$ cat config.mk
export PLATFORM = sky130hd
export DESIGN_NAME = sprite_move_scheduler
export DESIGN_NICKNAME = d
export VERILOG_FILES = /design/src/rtl/pacman_pkg.sv /design/src/rtl/move_apply.sv /design/src/rtl/sprite_move_scheduler.sv
export SDC_FILE = /design/constraint.sdc
export NUM_CORES = 1
export LEC_CHECK = 0
export CAP_MARGIN = 15
export CORE_MARGIN = 3
export CORE_UTILIZATION = 30
export CTS_BUF_LIST = sky130_fd_sc_hd__clkbuf_2
export DETAILED_ROUTE_END_ITERATION = 6
export PLACE_DENSITY_LB_ADDON = 0.12
export SYNTH_ARGS = -nofsm -noshare
export SYNTH_HDL_FRONTEND = slang
export SYNTH_SLANG_ARGS = --single-unit
$ cat constraint.sdc
create_clock -name clk -period 4.3 [get_ports clk]
set_input_delay 0.86 -clock clk [delete_from_list [all_inputs] [get_ports clk]]
set_output_delay 0.86 -clock clk [all_outputs]
set_load 0.02 [all_outputs]
$ cat src/rtl/pacman_pkg.sv
// Shared constants and types for the sprite movement datapath.
// Direction vectors everywhere are packed {l,r,u,d}.
package pacman_pkg;

  localparam int POS_W = 10;

  localparam int DIR_L = 3;
  localparam int DIR_R = 2;
  localparam int DIR_U = 1;
  localparam int DIR_D = 0;

  typedef enum logic [2:0] {
    ST_IDLE,
    ST_REQ,
    ST_WAIT,
    ST_APPLY,
    ST_DONE
  } state_t;

endpackage

$ cat src/rtl/move_apply.sv
// Combinational single-sprite move: picks the highest-priority requested
// direction (r > l > u > d) and moves only if the maze says it is legal.
module move_apply
  import pacman_pkg::*;
#(
  parameter int STEP = 2
) (
  input  logic [POS_W-1:0] x,
  input  logic [POS_W-1:0] y,
  input  logic             facing,
  input  logic [3:0]       dir,
  input  logic [3:0]       legal,
  output logic [POS_W-1:0] x_next,
  output logic [POS_W-1:0] y_next,
  output logic             facing_next
);

  localparam logic [POS_W-1:0] STEP_W = POS_W'(STEP);

  // Requesting right always un-mirrors, even into a wall; left mirrors only on a real move.
  always_comb begin
    x_next      = x;
    y_next      = y;
    facing_next = facing;
    if (dir[DIR_R]) begin
      facing_next = 1'b0;
      if (legal[DIR_R]) x_next = x + STEP_W;
    end else if (dir[DIR_L]) begin
      if (legal[DIR_L]) begin
        x_next      = x - STEP_W;
        facing_next = 1'b1;
      end
    end else if (dir[DIR_U]) begin
      if (legal[DIR_U]) y_next = y - STEP_W;
    end else if (dir[DIR_D]) begin
      if (legal[DIR_D]) y_next = y + STEP_W;
    end
  end

endmodule

$ cat src/rtl/sprite_move_scheduler.sv
// Per-tick sprite movement sequencer sharing one maze-legality lookup port.
// state | meaning: IDLE wait tick | REQ lookup request | WAIT lookup response | APPLY move sprite idx | DONE pulse done
module sprite_move_scheduler
  import pacman_pkg::*;
#(
  parameter int                         N_SPRITES = 4,
  parameter int                         STEP      = 2,
  parameter logic [POS_W*N_SPRITES-1:0] INIT_X    = {10'd390, 10'd360, 10'd330, 10'd360},
  parameter logic [POS_W*N_SPRITES-1:0] INIT_Y    = {10'd244, 10'd244, 10'd244, 10'd154},
  parameter int                         TIMEOUT   = 15
) (
  input  logic                         clk,
  input  logic                         rst,
  input  logic                         tick,
  input  logic [4*N_SPRITES-1:0]       dir_req,
  output logic                         lk_req_valid,
  input  logic                         lk_req_ready,
  output logic [POS_W-1:0]             lk_x,
  output logic [POS_W-1:0]             lk_y,
  input  logic                         lk_rsp_valid,
  input  logic [3:0]                   lk_rsp_legal,
  output logic [POS_W*N_SPRITES-1:0]   pos_x,
  output logic [POS_W*N_SPRITES-1:0]   pos_y,
  output logic [N_SPRITES-1:0]         facing_left,
  output logic                         busy,
  output logic                         done,
  output logic                         timeout_err,
  output logic                         overrun_err
);

  localparam int               IDX_W    = (N_SPRITES > 1) ? $clog2(N_SPRITES) : 1;
  localparam int               CNT_W    = $clog2(TIMEOUT + 1);
  localparam logic [IDX_W-1:0] LAST_IDX = IDX_W'(N_SPRITES - 1);
  localparam logic [CNT_W-1:0] CNT_MAX  = CNT_W'(TIMEOUT - 1);

  state_t           state, state_nx;
  logic [IDX_W-1:0] idx;
  logic [CNT_W-1:0] wait_cnt;
  logic [3:0]       legal_q;
  logic             timed_out;
  logic [POS_W-1:0] nx_x, nx_y;
  logic             nx_facing;

  assign lk_x = pos_x[POS_W*idx +: POS_W];
  assign lk_y = pos_y[POS_W*idx +: POS_W];

  move_apply #(.STEP(STEP)) u_move_apply (
    .x           (lk_x),
    .y           (lk_y),
    .facing      (facing_left[idx]),
    .dir         (dir_req[4*idx +: 4]),
    .legal       (legal_q),
    .x_next      (nx_x),
    .y_next      (nx_y),
    .facing_next (nx_facing)
  );

  always_comb begin
    state_nx     = state;
    lk_req_valid = 1'b0;
    busy         = 1'b0;
    done         = 1'b0;
    timed_out    = 1'b0;
    case (state)
      ST_IDLE: if (tick) state_nx = ST_REQ;
      ST_REQ: begin
        lk_req_valid = 1'b1;
        busy         = 1'b1;
        if (lk_req_ready) state_nx = ST_WAIT;
      end
      ST_WAIT: begin
        busy = 1'b1;
        if (lk_rsp_valid) begin
          state_nx = ST_APPLY;
        end else if (wait_cnt == CNT_MAX) begin
          timed_out = 1'b1;
          state_nx  = ST_APPLY;
        end
      end
      ST_APPLY: begin
        busy     = 1'b1;
        state_nx = (idx == LAST_IDX) ? ST_DONE : ST_REQ;
      end
      ST_DONE: begin
        done     = 1'b1;
        state_nx = ST_IDLE;
      end
      default: state_nx = ST_IDLE;
    endcase
  end

  // A tick anywhere outside IDLE (DONE included) cannot start a sequence, so it counts as overrun.
  always_ff @(posedge clk or posedge rst) begin
    if (rst) begin
      state       <= ST_IDLE;
      idx         <= '0;
      wait_cnt    <= '0;
      legal_q     <= '0;
      pos_x       <= INIT_X;
      pos_y       <= INIT_Y;
      facing_left <= '0;
      timeout_err <= 1'b0;
      overrun_err <= 1'b0;
    end else begin
      state <= state_nx;
      if (tick && state != ST_IDLE) overrun_err <= 1'b1;
      case (state)
        ST_IDLE: if (tick) idx <= '0;
        ST_REQ:  if (lk_req_ready) wait_cnt <= '0;
        ST_WAIT: begin
          if (lk_rsp_valid) begin
            legal_q <= lk_rsp_legal;
          end else if (timed_out) begin
            legal_q     <= '0;
            timeout_err <= 1'b1;
          end else begin
            wait_cnt <= wait_cnt + CNT_W'(1);
          end
        end
        ST_APPLY: begin
          pos_x[POS_W*idx +: POS_W] <= nx_x;
          pos_y[POS_W*idx +: POS_W] <= nx_y;
          facing_left[idx]          <= nx_facing;
          if (idx != LAST_IDX) idx <= idx + IDX_W'(1);
        end
        default: ;
      endcase
    end
  end

endmodule

==> results_dict.tcl, run 1 <==
set metrics [dict create \
    syn_to_final_growth_pct 29.7 \
    hold_viol 0 \
    required_ps 3440 \
    cts.sinks 99 \
    synth_most_common_cell "nand2_1" \
    seq_area_sq_mm 0.00252 \
    crit_chain "buf_12, buf_4, mux4_2, clkdlybuf4s50_1" \
    htree_levels 3 \
    final_cell_count_no_fill 1088 \
    fin_area_sq_mm 0.00824 \
    final_antenna_net_count 0 \
    netlist.area_leader.share_pct 25.2 \
    drive_above_1_share_pct 15.3 \
    antenna_found_initial 1 \
    syn_inst 675 \
    synth_common_cells "nand2_1 (92), dfrtp_1 (64), nor2_1 (64)" \
    ios 134 \
    violations "DRC" \
    slowest_delay_ps 680 \
    startpoint "idx[0]$_DFFE_PP0P_" \
    grt_pass1_wl_um 40300 \
    drv_cap 0 \
    cts_hold_buf 0 \
    crit_type "register to output port" \
    synth_top_area_cell "dfrtp_1" \
    nFillCells 2047 \
    globalRouteOverflowTotal 0 \
    start_util_pct 31.0 \
    synthArstFlopShare_pct 100 \
    synth.distinct_cells 68 \
    hp-start "pos_y[27]$_DFFE_PP1P_" \
    placed_cells 1071 \
    fmax_ghz 0.259 \
    viasPerCell 5.74 \
    slew_violations 0 \
    rr_startpoint "idx[1]$_DFFE_PP0P_" \
    placement.io_buffers 133 \
    netlist_area_sq_mm 0.00635 \
    place_congestion 0.935 \
    wl_met1_um 11900 \
    rows 52 \
    wl_per_cell_um 24.3 \
    setup_tns_ps 0 \
    die_h_um 152 \
    power_density_mw_per_mm2 1010 \
    grt_pass1_vias 6318 \
    startpoint_type "register" \
    grt_setup_unrepaired "false" \
    post_cts_buffers 0 \
    synthFlopType "dfrtp_1" \
    post-route-util_pct 40.2 \
    setup_viol 0 \
    top_layer_used "met4" \
    endpoint_kind "output port" \
    synth_area_per_cell_sq_um 9.41 \
    worstHoldPathType "register to register" \
    cts-buffers-inserted 9 \
    skew_ps 25.8 \
    dr_wl_met2_um 12100 \
    root_buffer "clkbuf_2" \
    worstPathArrival_ps 3010 \
    clk_path_buf_depth 2 \
    die_area_sq_mm 0.0230 \
    ys_ff_latch 99 \
    relSlewSlack_pct 48.7 \
    yosysSeqAreaShare_pct 39.7 \
    drt_iter0_drc 576 \
    multiInputGateArea_sq_mm 0.00357 \
    fin_crit_sh_pct 89.9 \
    totalWireLength_um 26500 \
    groute.usage.overall_pct 23.5 \
    worstPathMaxFanout 21 \
    outcome "finished, violations left" \
    synthesis.nets 712 \
    core-area_sq_mm 0.0205 \
    period_needed_ps 3870 \
    die_w_um 152 \
    grt_max_degree 67 \
    tightest_slew_ps 761 \
    cts_tree "done" \
    drcViolationCount 2 \
    max-vdd-ir-drop_mv 0.401 \
    place_area_sq_mm 0.00814 \
    cp_slowest_cell "mux4_2" \
    synthTopCellsByArea "dfrtp_1 (25%), dfstp_2 (14%), mux4_2 (8.9%)" \
    total_power_mw 8.29 \
    clk_latency_ps 620 \
    leakagePower_nw 3.18 \
    yosysWarnings 0 \
    cts_resized 0 \
    clk_pin_slew_ps 300 \
    drtPass1Iterations 7 \
    hpwlAfterDp_um 19800 \
    final_net_count 849 \
    vias 6245 \
    synth_edf_count 0 \
    wl_met3_um 1960 \
]
## layout make-up
cell class,count,area share [%]
Inverter,18,0.850
Antenna cell,1,0.0304
Sequential cell,99,30.6
Tap cell,270,4.10
Multi-Input combinational cell,516,43.3
Timing Repair Buffer,168,20.0
Clock inverter,7,0.577
Clock buffer,9,0.547
## where the power goes
group	total, mW	switching (mW)	internal [mW]
Combinational	6.05	3.70	2.35
Clock	0.440	0.361	0.0794
Sequential	1.80	0.400	1.40
## routing by layer
| layer | global-route usage (%) | vias to the layer above |
|---|---|---|
| met1 | 33.4 | 3154 |
| met2 | 36.3 | 274 |
| met5 | 0 | - |
| met3 | 5.74 | 31 |
| li1 | - | 2786 |
| met4 | 5.71 | 0 |
## final timing paths
path	endpoint	slack, ps	cells after the start
worst max-delay path	lk_y[8]	430	4
worst min-delay path	pos_y[27]$_DFFE_PP1P_	500	2
worst max register to register	pos_x[27]$_DFFE_PP0P_	610	12
worst min register to register	pos_y[27]$_DFFE_PP1P_	500	2
max in group asynchronous	pos_x[38]$_DFFE_PP1P_	2940	3
min in group asynchronous	pos_y[11]$_DFFE_PP0P_	550	2
## placed cells by master, fill, tap and decap left out, types with 4 or more instances in the layout
cell type        instances
nor2_1                  64
and2_1                  11
ha_1                    12
xor2_1                   8
nor2b_1                  5
nand2_1                 92
mux2_2                   4
nand4_1                  5
a221o_1                  7
o21bai_1                 4
dfstp_2                 35
o221ai_1                10
mux2i_1                 12
nand3_1                 16
a22o_1                  16
a32o_1                   4
a32oi_1                  4
nand2b_1                 6
inv_1                   14
a22oi_1                 11
nor3_1                  20
o21ai_1                 13
buf_4                   31
o22ai_1                  5
o31ai_1                  5
nor4_1                   9
xnor2_1                 11
a21oi_1                 27
dfrtp_1                 63
and3_1                   7
clkdlybuf4s50_1        133
clkbuf_2                 9
o21a_1                   4
o211ai_1                 6
o21ai_0                 40
or3_1                    4
a31oi_1                 12
mux4_2                  25
buf_12                   4
## flip-flops by register name (all words and copies together), names as in the netlist
signal	count
idx	2
wait_cnt	4
pos_x	40
legal_q	4
facing_left	4
overrun_err	1
timeout_err	1
state	3
pos_y	40
## cells by family after synthesis
logic type                 after synthesis  share of synthesized area (%)
and+or+nand+nor                        254                           18.7
AOI/OAI and AO/OA                      188                           20.2
DFF                                     99                           39.7
buffers and inverters                   60                           4.14
muxes                                   42                           11.8
xor gates and xnor gates                20                           3.05
adders and majority gates               12                           2.36
## metrics by stage
step | hold slack, ps | worst slack (ps)
global placement | 442 | 263
CTS | 504 | 349
global route | 500 | 260
detailed placement | 457 | 199
finish | 501 | 434
floorplan | 472 | 784
## worst max-delay path: cells and delay by family (launching register included)
kind                   cells  cell delay, ps
buffers and inverters      3            1080
multiplexers               1             680
flip-flops                 1             610
No activity file was read; power rests on OpenSTA's default activity.
==> run 2: changes to the inputs <==
--- a/config.mk
+++ b/config.mk
@@ -6,10 +6,10 @@
 export NUM_CORES = 1
 export LEC_CHECK = 0
 export CAP_MARGIN = 15
-export CORE_MARGIN = 3
 export CORE_UTILIZATION = 30
 export CTS_BUF_LIST = sky130_fd_sc_hd__clkbuf_2
 export DETAILED_ROUTE_END_ITERATION = 6
+export MAX_ROUTING_LAYER = met4
 export PLACE_DENSITY_LB_ADDON = 0.12
 export SYNTH_ARGS = -nofsm -noshare
 export SYNTH_HDL_FRONTEND = slang
==> run 2 against run 1 <==
Compared with the run above: cell area grew 0.43%; sequential power is essentially flat; cell count up 0.46%; the run still ends with DRC left; worst setup slack lost 56 ps; global-route usage increased by 1.6 points; sequential cell count is the same; register-to-register slack is essentially flat; total power is 0.41% higher; critical path depth unchanged; non-clock buffer count increased by 5; critical path type unchanged; die area is 5.2% lower; wire length decreased by 1.2%.
==> results_dict.tcl, run 2 (synthesized netlist as in run 1, its figures left out) <==
set metrics [dict create \
    outcome "finished, violations left" \
    violations "DRC" \
    required_ps 3440 \
    vias 6236 \
    hold-path-cell-count 2 \
    leakagePower_nw 3.21 \
    grt_pass1_wl_um 39500 \
    worstPathMaxFanout 17 \
    worstHoldPathType "register to register" \
    ios 134 \
    final_net_count 854 \
    clkPwrFrac_pct 5.8 \
    fmax_ghz 0.255 \
    post_cts_buffers 0 \
    groute.usage.overall_pct 25.2 \
    hpwlAfterDp_um 19500 \
    fin_ws_ps 378 \
    setup_tns_ps 0 \
    drt_iter0_drc 515 \
    hold_viol 0 \
    slew_violations 0 \
    combPwrFrac_pct 72.3 \
    cts.sinks 99 \
    drive_above_1_share_pct 15.8 \
    rows 52 \
    drcViolationCount 2 \
    skew_ps 31.8 \
    grt_setup_unrepaired "false" \
    swShare_pct 53.2 \
    relSlewSlack_pct 44.3 \
    totalWireLength_um 26200 \
    final_antenna_net_count 0 \
    core-area_sq_mm 0.0205 \
    die_w_um 148 \
    tightest_slew_ps 826 \
    clk_latency_ps 640 \
    switchingPower_mw 4.43 \
    mostFrequentLayoutCell "clkdlybuf4s50_1" \
    cts_hold_buf 0 \
    cts-buffers-inserted 9 \
    viasPerCell 5.71 \
    syn_to_final_growth_pct 30.2 \
    drv_cap 0 \
    final_cell_count_no_fill 1093 \
    die_area_sq_mm 0.0218 \
    root_buffer "clkbuf_2" \
    crit_type "register to output port" \
    place_congestion 0.907 \
    top_regs "pos_x (40), pos_y (40)" \
    start_util_pct 31.0 \
    r2r_cells 8 \
    htree_levels 3 \
    die_h_um 148 \
    placement.io_buffers 133 \
    dpl_worst_slack_ps 157 \
    startpoint_type "register" \
    clk_pin_slew_ps 290 \
    wl_per_cell_um 23.9 \
    cts_tree "done" \
    antenna_found_initial 1 \
    clk_path_buf_depth 2 \
    fin_crit_sh_pct 91.2 \
    grt_pass1_vias 6211 \
    globalRouteOverflowTotal 0 \
    grt_max_degree 54 \
    drtPass1Iterations 7 \
    power_density_mw_per_mm2 1010 \
    worstPathArrival_ps 3060 \
    cts_resized 0 \
    seqPwrFrac_pct 21.9 \
    max-vdd-ir-drop_mv 0.478 \
    period_needed_ps 3920 \
    placed_cells 1076 \
    final_cell_mix "clkdlybuf4s50_1 (133), nand2_1 (92), nor2_1 (64), dfrtp_1 (63), o21ai_0 (40)" \
    endpoint_kind "output port" \
    p_int_mw 3.89 \
    setup_viol 0 \
]
-- run 2: layout make-up --
class	count	area, sq um
multi-input combinational	516	3570
timing repair buffer	173	1660
sequential	99	2520
clock inverter	5	60.1
tap	270	338
antenna	1	2.50
inverter	18	70.1
fill	2050	12200
clock buffer	11	55.1
-- run 2: path summary, 6_finish.rpt --
kind / to / slack [ps] / startpoint
max: lk_y[7] / 380 / idx[0]$_DFFE_PP0P_
min: pos_y[35]$_DFFE_PP1P_ / 490 / pos_y[35]$_DFFE_PP1P_
max reg2reg: pos_y[10]$_DFFE_PP0P_ / 600 / idx[0]$_DFFE_PP0P_
min reg2reg: pos_y[35]$_DFFE_PP1P_ / 490 / pos_y[35]$_DFFE_PP1P_
max in group asynchronous: pos_x[3]$_DFFE_PP1P_ / 2870 / rst
min in group asynchronous: pos_y[21]$_DFFE_PP0P_ / 620 / rst
-- run 2: routing by layer --
layer	routed length [um]	vias to the layer above	track usage, %
li1	-	2800	-
met5	0	-	-
met3	1800	45	3.46
met1	11800	3123	34.9
met4	722	0	9.07
met2	11800	268	37.4
-- run 2: critical path: stages, from the launching register on --
cell and delay (ps):
dfrtp_2 760, buf_4 280, buf_4 200, mux4_2 620, clkdlybuf4s50_1 580
-- run 2: power by group through the flow --
stage,clock [mW],sequential (mW),combinational (mW)
after floorplan,0,2.07,3.14
after global placement,0,1.83,5.92
after detailed placement,0,1.85,5.91
after CTS,0.504,1.83,5.95
after global routing,0.535,1.88,6.39
final,0.484,1.82,6.02
-- run 2: through the flow --
| step | instance area (sq um) | power (mW) | hold slack, ps | util, % |
|---|---|---|---|---|
| floorplan | 6350 | 5.20 | 472 | - |
| global placement | 8160 | 7.75 | 441 | 39.8 |
| detailed placement | 8160 | 7.76 | 457 | 39.8 |
| CTS | 8270 | 8.28 | 497 | 40.4 |
| global route | 8270 | 8.81 | 511 | 40.4 |
| finish | 8270 | 8.32 | 493 | 40.4 |
==> RTL edit 1: new RTL, config.mk and constraints of run 2 <==
`TIMEOUT`: 15 -> 17.
--- a/src/rtl/sprite_move_scheduler.sv
+++ b/src/rtl/sprite_move_scheduler.sv
@@ -7,7 +7,7 @@
   parameter int                         STEP      = 2,
   parameter logic [POS_W*N_SPRITES-1:0] INIT_X    = {10'd390, 10'd360, 10'd330, 10'd360},
   parameter logic [POS_W*N_SPRITES-1:0] INIT_Y    = {10'd244, 10'd244, 10'd244, 10'd154},
-  parameter int                         TIMEOUT   = 15
+  parameter int                         TIMEOUT   = 17
 ) (
   input  logic                         clk,
   input  logic                         rst,
Behaviour: same outputs for any inputs over 10 cycles, from zero or initial values and one cycle with rst high; that may be too few to reach the edited logic, so the function may still have changed.
==> RTL edit 1 against run 2 <==
- via count is 10% higher
- wire length is 11% higher
- critical path depth stayed put
- worst setup slack worse by 0.17 ns
- power is 2.2% higher
- largest cell class unchanged
- cell area is 6.6% higher
- global-route usage is 0.74 points higher
- synthesized area is 7.5% higher
- core utilization is 0.45 points lower
- worst hold slack better by 0.0070 ns
- sequential cell count is 1 higher
- count of clock-buffer cells in the layout is 1 lower
==> RTL edit 1: results (changes against run 2) <==
** Run status
- Outcome: completed (was finished with violations).

** Global route
- The global-route total usage across every layer was 0.259 (was 0.252).
- Largest net degree at the start of global routing :: 56 (was 54)
- The number of global-route vias before repair came to 6735 (was 6211).
- The global-route wire length before repair is 43.9 mm (was 39.5 mm).

** Pwr
- The peak supply drop is 352 uV (was 478 uV).
- Standby leakage power :: 3.51 nW (was 3.21 nW)

** Detailed routing
- Routed via count :: 6883 (was 6236)
- Number of DRC markers in iteration 0 :: 664 (was 515)
- The overall routed net length is 29.1 mm (was 26.2 mm).
- The total routed wire length on the met1 layer is 12.8 mm (was 11.8 mm).
- Average via count per standard cell :: 5.88 (was 5.71)
- The total met2 wirelength after detailed routing came to 13.2 mm (was 11.8 mm).
- The sum of met3 wire segment lengths after detailed routing was 2.41 mm (was 1.80 mm).

** Setup path
- Endpoint arrival time on the critical path :: 3.23 ns (was 3.06 ns)
- The largest fanout on the critical path is 22 (was 17).
- The highest cell delay on the worst timing path came to 0.71 ns (was 0.76 ns).
- FF-to-FF End :: pos_x[32] (was pos_y[10])
- Setup slack on the worst flop-to-flop path :: 0.43 ns (was 0.60 ns)
- Last element of the critical path :: lk_y[4] (was lk_y[7])
- Master of the slowest instance on the critical path :: dfrtp_4 (was dfrtp_2)
- Worst r2r path cells :: 8 (unchanged)

** Placed design
- The placer congestion estimate was 0.916 (was 0.907).
- The post-placement cell count came to 1154 (was 1076).
- Count of input and output buffers :: 133 (unchanged)
- The half-perimeter wire length after placement is 22.0 mm (was 19.5 mm).

** Cells and area
- Biggest regs: pos_x (40), pos_y (40), wait_cnt (5) (was pos_x (40), pos_y (40)).
- FILL cells :: 2211 (was 2050)
- Fraction of final layout cells sized beyond drive strength 1 :: 0.174 (was 0.158)
- Fin nets :: 924 (was 854)

** Synth
- The number of nets produced by synthesis is 773 (was 712).
- The sequential element share of the synthesized area was 0.373 (was 0.397).
- The number of instances in the synthesized netlist was 734 (was 675).
- The number of distinct library cells after synthesis is 77 (was 68).
- The number of synthesis warnings is 0 (unchanged).
- Most numerous cell types in the synthesized netlist: 111 x nand2_1, 65 x dfrtp_1, 62 x nor2_1 (was 92 x nand2_1, 64 x dfrtp_1, 64 x nor2_1).
- Largest cells by area after synthesis: dfrtp_1 24%, dfstp_2 13%, mux4_2 6.3% (was dfrtp_1 25%, dfstp_2 14%, mux4_2 8.9%).

** STA
- Max Clock Skew :: 0.0413 ns (was 0.0318 ns)
- The worst slew margin relative to its limit came to 0.453 (was 0.443).

** Hold path
- The class of the tightest hold or removal check is reg2reg (unchanged).

** Clock tree
- The number of buffers created by CTS was 9 (unchanged).
- The clock insertion delay at the later pin of the skew report was 0.67 ns (was 0.64 ns).
==> RTL edit 1: changes by cell type in the layout (fill, tap and decap cells not counted), moves of 5 or more <==
cell	run 2	this run
mux2_2	4	15
buf_4	38	50
mux4_1	0	6
a32oi_1	4	9
a221o_1	7	1
o21ai_1	13	7
nand2_1	92	111
mux4_2	25	19
a31oi_1	12	5
==> RTL edit 1: area by class of cell <==
| class | count | area [sq um] | area share |
|---|---|---|---|
| Clock inverter | 6 | 48.8 | 0.00553 |
| Timing Repair Buffer | 184 | 1730 | 0.196 |
| Tap cell | 280 | 350 | 0.0397 |
| Sequential cell | 100 | 2550 | 0.289 |
| Antenna cell | 1 | 2.50 | 0.000284 |
| Clock buffer | 10 | 50.0 | 0.00567 |
| Multi-Input combinational cell | 570 | 4010 | 0.455 |
| Inverter | 20 | 77.6 | 0.00880 |
==> RTL edit 1: worst register-to-register path: stages, from the launching register on <==
cell and delay [ns]:
dfrtp_4 0.71, mux4_1 0.76, or4b_4 0.59, or4_4 0.47
nor2b_4 0.17, xnor2_4 0.15, a21o_1 0.27, a221oi_1 0.57
o21ai_1 0.11
==> RTL edit 1: metal layers <==
layer,global-route usage,up-vias
met3,0.0516,54
li1,-,3030
met5,-,-
met4,0.0784,0
met1,0.348,3467
met2,0.392,332
==> RTL edit 1: report_power, final <==
part / internal, mW / switching, mW / leakage [nW]
Combinational: 2.42 / 3.65 / 2.27
Clock: 0.0859 / 0.370 / 0.0621
Sequential: 1.45 / 0.536 / 1.18
Total: 3.95 / 4.56 / 3.51
==> RTL edit 1: kinds of logic after synthesis <==
group                    after synthesis  share of synthesized area
buffers and inverters                 64                     0.0397
XOR/XNOR                              16                     0.0244
AO/OA/AOI/OAI                        195                      0.202
adder cells (fa/ha/maj)               14                     0.0256
flip-flops                           100                      0.373
multiplexers                          53                      0.130
AND/OR/NAND/NOR                      292                      0.205
==> RTL edit 1: worst min-delay path by stage <==
stage                startpoint           to  cells after the start
global placement    timeout_err  timeout_err                      1
detailed placement  timeout_err  timeout_err                      1
finish                pos_x[32]    pos_x[32]                      2
floorplan              state[2]     state[1]                      1
global route          pos_x[32]    pos_x[32]                      2
CTS                   pos_x[32]    pos_x[32]                      2
==> RTL edit 1: stage by stage <==
step                hold WS, ns   util  worst slack [ns]  area, sq um
floorplan                 0.499      -             0.820         6830
global placement          0.438  0.395             0.130         8720
detailed placement        0.453  0.395             0.123         8720
CTS                       0.503  0.399             0.166         8820
global route              0.530  0.399            0.0720         8820
finish                    0.500  0.399             0.208         8820
==> RTL edit 2: new RTL, settings of run 2 <==
Without the edit above. Reset style: synchronous (`rst`), changed in one clocked block.
--- a/src/rtl/sprite_move_scheduler.sv
+++ b/src/rtl/sprite_move_scheduler.sv
@@ -90,7 +90,7 @@
   end
 
   // A tick anywhere outside IDLE (DONE included) cannot start a sequence, so it counts as overrun.
-  always_ff @(posedge clk or posedge rst) begin
+  always_ff @(posedge clk) begin
     if (rst) begin
       state       <= ST_IDLE;
       idx         <= '0;
Behaviour: differs if rst is asserted again (counterexample within 4 cycles, from zero or initial values and one cycle with rst high); with rst held inactive, the same outputs for 10 cycles.
==> RTL edit 2 against run 2 <==
- maximum frequency grew 1.7%
- global-route usage is 2.7 points higher
- cell area down 3.2%
- clock skew decreased by 0.0022 ns
- synthesized area fell by 3.9%
- sequential cell count unchanged
- wire length increased by 4.9%
- worst setup slack better by 0.064 ns
Power is left out: it rests on default switching activity, and per cell area and clock period it moved more than threefold.
==> RTL edit 2: results (changes against run 2) <==
** Run status
- Outcome :: completed (was finished with violations)

** Setup path
- Start of the worst register-to-register path :: idx[0] (unchanged)
- Endpoint arrival time on the critical path :: 4.44 ns (was 3.06 ns)
- Last element of the critical path :: pos_y[14] (was lk_y[7])
- Worst r2r path cells :: 9 (was 8)
- Worst setup SP type :: register (unchanged)

** Hold path
- The class of the tightest hold or removal check is reg2reg (unchanged).
- The startpoint of the worst hold path is pos_x[30] (was pos_y[35]).
- Worst Hold End :: pos_x[30] (was pos_y[35])

** Global route
- The global-route met1 utilization was 0.381 (was 0.349).
- Largest net degree at the start of global routing :: 45 (was 54)
- The met2 usage was 0.424 (was 0.374).
- The global-route wire length before repair was 41.4 mm (was 39.5 mm).
- The number of global-route vias before repair is 6457 (was 6211).
- The met3 global-route usage came to 0.0257 (was 0.0346).

** Placed design
- The worst slack at placement is 0.155 ns (was 0.157 ns).
- The placer congestion estimate was 0.932 (was 0.907).
- The half-perimeter wire length after placement came to 20.4 mm (was 19.5 mm).
- The post-placement cell count was 1091 (was 1076).
- Placed instance area :: 7900 sq um (was 8160 sq um)

** Cells and area
- The ratio of cells with drive above 1 in the final layout is 0.129 (was 0.158).
- Footprint of the multi-input gates :: 3850 sq um (was 3570 sq um)
- The number of filler cells placed in the layout is 1987 (was 2050).
- The number of nets in the layout was 876 (was 854).

** STA
- The actual slew at the worst max-slew pin was 1.11 ns (was 0.826 ns).
- Minimum clock period :: 3.86 ns (was 3.92 ns)
- The final setup skew is 0.0296 ns (was 0.0318 ns).

** Synth
- Largest cells by area after synthesis: dfxtp_1 32%, mux4_2 9.2%, a21oi_1 5.2% (was dfrtp_1 25%, dfstp_2 14%, mux4_2 8.9%).
- The number of nets produced by synthesis is 741 (was 712).
- The number of distinct library cells after synthesis came to 71 (was 68).
- Share of cell area taken by muxes after synthesis :: 0.134 (was 0.118)
- The sequential element share of the synthesized area was 0.324 (was 0.397).
- Most numerous cell types in the synthesized netlist: 99 x dfxtp_1, 77 x nor2_1, 63 x a21oi_1 (was 92 x nand2_1, 64 x dfrtp_1, 64 x nor2_1).
- The most used flip-flop cell after synthesis is dfxtp_1 (was dfrtp_1).
- Post-synthesis async set-or-reset flop share :: 0 (was 1.00)
- The share of synthesized cell area in full adder, half adder and majority cells came to 0.0287 (was 0.0236).
- The average size of a mapped cell is 8.70 sq um (was 9.41 sq um).
- Xor and xnor area share after synthesis :: 0.0317 (was 0.0305)

** Detailed routing
- The number of iterations in the first detailed-routing pass came to 5 (was 7).
- The count of routing violations after the opening detailed-route iteration was 618 (was 515).
- The average wire length per cell after detail routing was 24.8 microns (was 23.9 microns).
- The number of vias per cell after detailed routing is 5.90 (was 5.71).
[RTL edit 2: routing by layer]
metal	vias to the layer above	share of wire
met2	317	0.46
met3	44	0.062
met4	0	0.028
met5	-	0
met1	3246	0.45
li1	2922	-
[RTL edit 2: worst max-delay path, cell delays in order (launching register included)]
cell and delay (ns):
dfxtp_2 0.55, buf_4 0.36, mux4_2 0.69, or2_1 0.41, or2_1 0.37, nor2_1 0.24
xor2_1 0.18, a221oi_1 0.49, o2bb2ai_1 0.15, a221o_1 0.33
[RTL edit 2: area by class of cell]
class | count | area share
clock buffers | 9 | 0.00562
repair buffers | 177 | 0.210
clock inverters | 5 | 0.00781
multi-input cells | 535 | 0.480
diodes | 1 | 0.000312
well taps | 265 | 0.0414
inverters | 15 | 0.00703
flip-flops and latches | 99 | 0.248
